--- config.mk ---
export PLATFORM = sky130hd
export DESIGN_NAME = dds_sweep_ctrl
export DESIGN_NICKNAME = d
export VERILOG_FILES = /design/src/rtl/dds_sweep_ctrl.sv
export SDC_FILE = /design/constraint.sdc
export NUM_CORES = 1
export LEC_CHECK = 0
export CAP_MARGIN = 30
export CORE_MARGIN = 4
export CORE_UTILIZATION = 36
export DETAILED_ROUTE_END_ITERATION = 6
export PLACE_DENSITY = 0.54
export SKIP_CTS_REPAIR_TIMING = 1
export SYNTH_ARGS = -nofsm -noshare
export SYNTH_HDL_FRONTEND = slang
export SYNTH_SLANG_ARGS = --single-unit
--- constraint.sdc ---
create_clock -name clk -period 9.61 [get_ports clk]
set_input_delay 1.4415 -clock clk [delete_from_list [all_inputs] [get_ports clk]]
set_output_delay 1.4415 -clock clk [all_outputs]
set_load 0.01 [all_outputs]
--- src/rtl/dds_sweep_ctrl.sv ---
// -----------------------------------------------------------------------------
// dds_sweep_ctrl
//   Frequency-sweep controller for a DDS. On start it captures the sweep
//   parameters into shadow registers and walks the phase-step word from
//   start_step towards stop_step in hops of delta. Each value is held for
//   max(dwell,1) clocks. Single mode finishes with a done pulse. Repeat mode
//   reloads start_step after stop_step. Triangle mode bounces between the
//   two endpoints.
//
// Ports
//   clk         : single clock, rising edge
//   reset       : synchronous, active-low reset
//   start       : pulse, begins a sweep from IDLE (stop has priority)
//   stop        : pulse, aborts a running sweep
//   mode        : 0 single, 1 repeat (sawtooth), 2 triangle, 3 behaves as 0
//   start_step  : first step value (unsigned)
//   stop_step   : final step value (unsigned)
//   delta       : increment per hop (unsigned)
//   dwell       : clocks each step is held (0 behaves as 1)
//   step_out    : step word to the DDS
//   step_load   : one-cycle strobe when step_out takes a new value
//   busy        : high while a sweep is running
//   done        : one-cycle strobe when a single-mode sweep completes
// -----------------------------------------------------------------------------
module dds_sweep_ctrl #(
  parameter int STEP_WIDTH  = 32,
  parameter int DWELL_WIDTH = 24
) (
  input  logic                   clk,
  input  logic                   reset,
  input  logic                   start,
  input  logic                   stop,
  input  logic [1:0]             mode,
  input  logic [STEP_WIDTH-1:0]  start_step,
  input  logic [STEP_WIDTH-1:0]  stop_step,
  input  logic [STEP_WIDTH-1:0]  delta,
  input  logic [DWELL_WIDTH-1:0] dwell,
  output logic [STEP_WIDTH-1:0]  step_out,
  output logic                   step_load,
  output logic                   busy,
  output logic                   done
);

  typedef enum logic {
    IDLE = 1'b0,
    RUN  = 1'b1
  } state_t;

  typedef enum logic [1:0] {
    MODE_SINGLE   = 2'd0,
    MODE_REPEAT   = 2'd1,
    MODE_TRIANGLE = 2'd2
  } sweep_mode_t;

  // State and shadow registers
  state_t                 state_q,      state_d;
  sweep_mode_t            mode_q,       mode_d;
  logic [STEP_WIDTH-1:0]  start_step_q, start_step_d;
  logic [STEP_WIDTH-1:0]  stop_step_q,  stop_step_d;
  logic [STEP_WIDTH-1:0]  delta_q,      delta_d;
  logic [DWELL_WIDTH-1:0] dwell_m1_q,   dwell_m1_d;   // max(dwell,1)-1
  logic [DWELL_WIDTH-1:0] cnt_q,        cnt_d;        // clocks left on this step
  logic                   dir_down_q,   dir_down_d;
  logic [STEP_WIDTH-1:0]  step_q,       step_d;
  logic                   step_load_q,  step_load_d;
  logic                   done_q,       done_d;

  // Hop arithmetic, one bit wider so carry and borrow are visible
  logic [STEP_WIDTH:0]    sum_up;
  logic [STEP_WIDTH:0]    diff_dn;
  logic [STEP_WIDTH-1:0]  next_up;
  logic [STEP_WIDTH-1:0]  next_dn;
  logic                   degenerate;
  logic                   at_stop;

  always_comb begin
    sum_up  = {1'b0, step_q} + {1'b0, delta_q};
    diff_dn = {1'b0, step_q} - {1'b0, delta_q};
    next_up = (sum_up >= {1'b0, stop_step_q}) ? stop_step_q : sum_up[STEP_WIDTH-1:0];
    next_dn = (diff_dn[STEP_WIDTH] || (diff_dn[STEP_WIDTH-1:0] <= start_step_q))
              ? start_step_q : diff_dn[STEP_WIDTH-1:0];
    // A sweep that cannot advance behaves as if it sits on stop_step already.
    degenerate = (delta_q == '0) || (start_step_q >= stop_step_q);
    at_stop    = degenerate || (!dir_down_q && (step_q == stop_step_q));
  end

  // NOTE: every _d gets its hold value before any branch, so no path through
  // this block leaves a signal unassigned and no latch is inferred.
  always_comb begin
    state_d      = state_q;
    mode_d       = mode_q;
    start_step_d = start_step_q;
    stop_step_d  = stop_step_q;
    delta_d      = delta_q;
    dwell_m1_d   = dwell_m1_q;
    cnt_d        = cnt_q;
    dir_down_d   = dir_down_q;
    step_d       = step_q;
    step_load_d  = 1'b0;
    done_d       = 1'b0;

    unique case (state_q)
      IDLE: begin
        if (start && !stop) begin
          state_d      = RUN;
          mode_d       = (mode == 2'd3) ? MODE_SINGLE : sweep_mode_t'(mode);
          start_step_d = start_step;
          stop_step_d  = stop_step;
          delta_d      = delta;
          dwell_m1_d   = (dwell == '0) ? '0 : dwell - DWELL_WIDTH'(1);
          cnt_d        = (dwell == '0) ? '0 : dwell - DWELL_WIDTH'(1);
          dir_down_d   = 1'b0;
          step_d       = start_step;
          step_load_d  = 1'b1;
        end
      end

      RUN: begin
        if (stop) begin
          state_d = IDLE;
        end else if (cnt_q != '0) begin
          cnt_d = cnt_q - DWELL_WIDTH'(1);
        end else begin
          cnt_d = dwell_m1_q;
          if (at_stop) begin
            unique case (mode_q)
              MODE_REPEAT: begin
                step_d      = start_step_q;
                step_load_d = 1'b1;
              end
              // Only a degenerate triangle sweep gets here; it parks on start_step.
              MODE_TRIANGLE: ;
              default: begin
                done_d  = 1'b1;
                state_d = IDLE;
              end
            endcase
          end else if (!dir_down_q) begin
            step_d      = next_up;
            step_load_d = 1'b1;
            // Turning at the top here means stop_step is emitted exactly once.
            dir_down_d  = (mode_q == MODE_TRIANGLE) && (next_up == stop_step_q);
          end else begin
            step_d      = next_dn;
            step_load_d = 1'b1;
            dir_down_d  = (next_dn != start_step_q);
          end
        end
      end

      default: state_d = IDLE;
    endcase
  end

  // NOTE: sequential state uses non-blocking assignments only, and the
  // synchronous reset clears the shadow registers too so a fresh sweep never
  // sees parameters from an aborted one.
  always_ff @(posedge clk) begin
    if (!reset) begin
      state_q      <= IDLE;
      mode_q       <= MODE_SINGLE;
      start_step_q <= '0;
      stop_step_q  <= '0;
      delta_q      <= '0;
      dwell_m1_q   <= '0;
      cnt_q        <= '0;
      dir_down_q   <= 1'b0;
      step_q       <= '0;
      step_load_q  <= 1'b0;
      done_q       <= 1'b0;
    end else begin
      state_q      <= state_d;
      mode_q       <= mode_d;
      start_step_q <= start_step_d;
      stop_step_q  <= stop_step_d;
      delta_q      <= delta_d;
      dwell_m1_q   <= dwell_m1_d;
      cnt_q        <= cnt_d;
      dir_down_q   <= dir_down_d;
      step_q       <= step_d;
      step_load_q  <= step_load_d;
      done_q       <= done_d;
    end
  end

  assign step_out  = step_q;
  assign step_load = step_load_q;
  assign done      = done_q;
  assign busy      = (state_q == RUN);

endmodule
==> key figures <==
Cells and area
  – Nets@finish: 2,752
  – Share of layout cells above drive strength 1: 4.53%
  – Area delta synth->final: 14.8%
  – Commonest non-fill, non-tap cell in the layout: nand2_1
  – Most frequent cells in the layout: 368 x nand2_1, 181 x dfxtp_1, 164 x ha_1
  – Final cell count without fillers: 3,139
  – # fillers: 5,095

Setup path
  – CP Capture Type: register
  – Kind of critical path: reg -> reg
  – Startpoint Class: register
  – Critical Path AT: 7.22 ns
  – Crit Path Max Fanout: 37
  – Req. time, crit path: 10.04 ns

STA
  – Max-slew violations: 0
  – Final hold slack: 0.472 ns
  – Relative slew slack: 29.8%
  – Final setup viols: 0
  – Max Fclk: 0.147 GHz
  – Setup Total Neg Slack: 0 ns
  – Slew @ Worst Pin: 1.03 ns
  – Final Cycle Share: 70.7%
  – Min Tclk post-route: 6.79 ns
  – Clock skew: 0.00965 ns
  – Final Hold Viols: 0
  – RSZ-0062 raised after global routing: no

Run status
  – Outcome: finished, final reports clean

Floorplanning
  – Initial core utilization: 36.5%
  – Ports: 161
  – Row count: 81
  – Chip height: 231 um
  – Die Width: 231 um
  – Core Area: 49,000 um2
  – Die area: 53,200 um2

Clock tree
  – Clock sinks: 182
  – CTS tree: built
  – H-Tree Depth: 4
  – Clock-pin transition on the worst setup and hold timing paths: 0.08 ns
  – Num CTS Buffers: 17
  – Root buf cell: clkbuf_16
  – Clock latency at the later pin of the worst-skew pair: 0.50 ns
  – Clock buffer depth: 2

Detailed routing
  – DRT Pass-1 Iters: 5
  – Via density: 6.00
  – Initial DRC count: 2,011
  – Post-Route WL: 78,700 um
  – Residual DRC: 0
  – Detail Route Antenna Nets: 0
  – Via count: 18,822
  – WL per Instance: 25.1 um

Pwr
  – Leakage Power: 8.00 nW
  – Sequential power share: 27.3%
  – Power Total: 0.00325 W
  – Net Sw Frac: 45.1%
  – NetSw: 0.00146 W
  – Power Dens Cells: 158 nW/um2
  – Clk pwr share: 24.1%
  – Maximum VDD drop: 0.000137 V
  – Pint: 0.00178 W
  – Combinational Power Share: 48.7%

Logic synthesis
  – Register area share after synthesis: 20.4%
  – Synth cell types: 99
  – Syn Nets: 2,691
  – Async S/R FF share, synth: 0%
  – EDFF count, synth: 0
  – Synth warn: 0
  – Synth Flop Type: dfxtp_1
  – Syn avg cell area: 7.44 um2
  – Gate Count Post-Synth: 2,399
  – Yosys reg bits: 182
  – Netlist Area Pre-Place: 17,800 um2

GRT
  – Largest net degree at the start of global routing: 104
  – GRT Overall Usage: 28.7%
  – Initial antenna violation count: 9
  – Total gr overflow: 0
  – Global-route wire length before repair: 116,000 um
  – Vias in the first global route: 17,826

Place
  – I/O Buffers: 160
  – Placed Instances: 3,105
  – Final HPWL DP: 62,400 um
  – Placer's final routability congestion estimate: 1.01

Run
  – Max-Cap Viols: 0

Worst hold path
  – Hold Path Class: reg -> reg
==> critical path, stage by stage, from the launching register on <==
cell and delay, ns:
dfxtp_1 0.43, ha_1 0.68, nor2b_1 0.15, a2111oi_4 0.47
a211oi_1 0.15, a211oi_1 0.79, o311a_1 0.33, o41ai_1 0.11
xnor2_1 0.50, inv_1 0.11, ha_1 0.32, nand4_1 0.15
nor4_1 0.38, nand3_1 0.12, o311a_1 0.15, o22ai_1 0.20
or2_1 0.26, buf_4 0.40, o211ai_1 0.16, nor4_1 0.18
and4_1 0.26, nand4_1 0.19, a21oi_1 0.20
==> path summary, 6_finish.rpt <==
kind                                      from        endpoint  slack (ns)  cells after the start
worst max-delay path               step_out[6]      dir_down_q        2.82                     22
worst min-delay path            dwell_m1_q[21]  dwell_m1_q[21]        0.47                      2
worst max register to register     step_out[6]      dir_down_q        2.82                     22
worst min register to register  dwell_m1_q[21]  dwell_m1_q[21]        0.47                      2
==> state kept, by name (all words and copies together) (netlist names) <==
name	count
dwell_m1_q	24
step_out	32
delta_q	32
cnt_q	24
start_step_q	32
stop_step_q	32
mode_q	2
dir_down_q	1
done	1
step_load	1
busy	1
==> power groups by stage <==
stage / Combinational [W] / Clock, W / Sequential (W)
2_1_floorplan: 0.00104 / 0 / 0.000862
3_3_place_gp: 0.00154 / 0 / 0.000896
3_5_place_dp: 0.00154 / 0 / 0.000898
4_1_cts: 0.00155 / 0.000799 / 0.000881
5_1_grt: 0.00170 / 0.000823 / 0.000889
6_report: 0.00158 / 0.000781 / 0.000885
==> routing by layer <==
metal | routed length [um] | global-route usage (%)
met5 | 94 | 0
met4 | 3210 | 10.4
met3 | 6290 | 5.61
met2 | 34100 | 44.1
met1 | 34900 | 39.9
==> Yosys cell counts (all sizes together), types with 25 or more instances <==
cell type  count  area [um2]
a211oi        25         193
nand4         37         231
a21o          32         240
a21oi        115         606
o211ai        38         285
o21ai        129         649
ha           164        2050
nor2         138         526
nor2b         28         175
dfxtp        182        3640
buf           38         221
nand2        369        1390
nand3         40         200
a31oi         38         253
xor2          58         508
clkbuf       104         390
a21boi       113         848
nor4          50         328
inv          151         569
xnor2         93         815
nor3          79         400
==> logic make-up (layout without fill, tap and decap cells) <==
logic type,count (synthesis),after routing,synth area share (%)
AOI/OAI and AO/OA,710,710,28.5
xor gates and xnor gates,159,159,8.42
adders and majority gates,166,166,11.7
buffers and inverters,297,371,6.70
DFF,182,182,20.4
muxes,12,12,0.694
other,0,2,0
and+or+nand+nor,873,873,23.5
==> cell type report <==
cell class	instances	area (um2)	share of cell area [%]
inverters	155	584	2.85
clock inverters	14	185	0.904
diodes	2	5.00	0.0244
repair buffers	184	1780	8.68
well taps	664	831	4.06
clock buffers	18	429	2.09
flip-flops and latches	182	3640	17.8
multi-input cells	1920	13000	63.6
==> per-stage QoR <==
step	setup WS, ns	area (um2)	utilization, %
3_3_place_gp	2.92	19900	40.6
5_1_grt	2.49	20500	41.8
6_report	2.82	20500	41.9
3_5_place_dp	2.99	19900	40.6
4_1_cts	2.96	20500	41.8
2_1_floorplan	4.76	17800	-
Power figures use the tool's default switching activity.
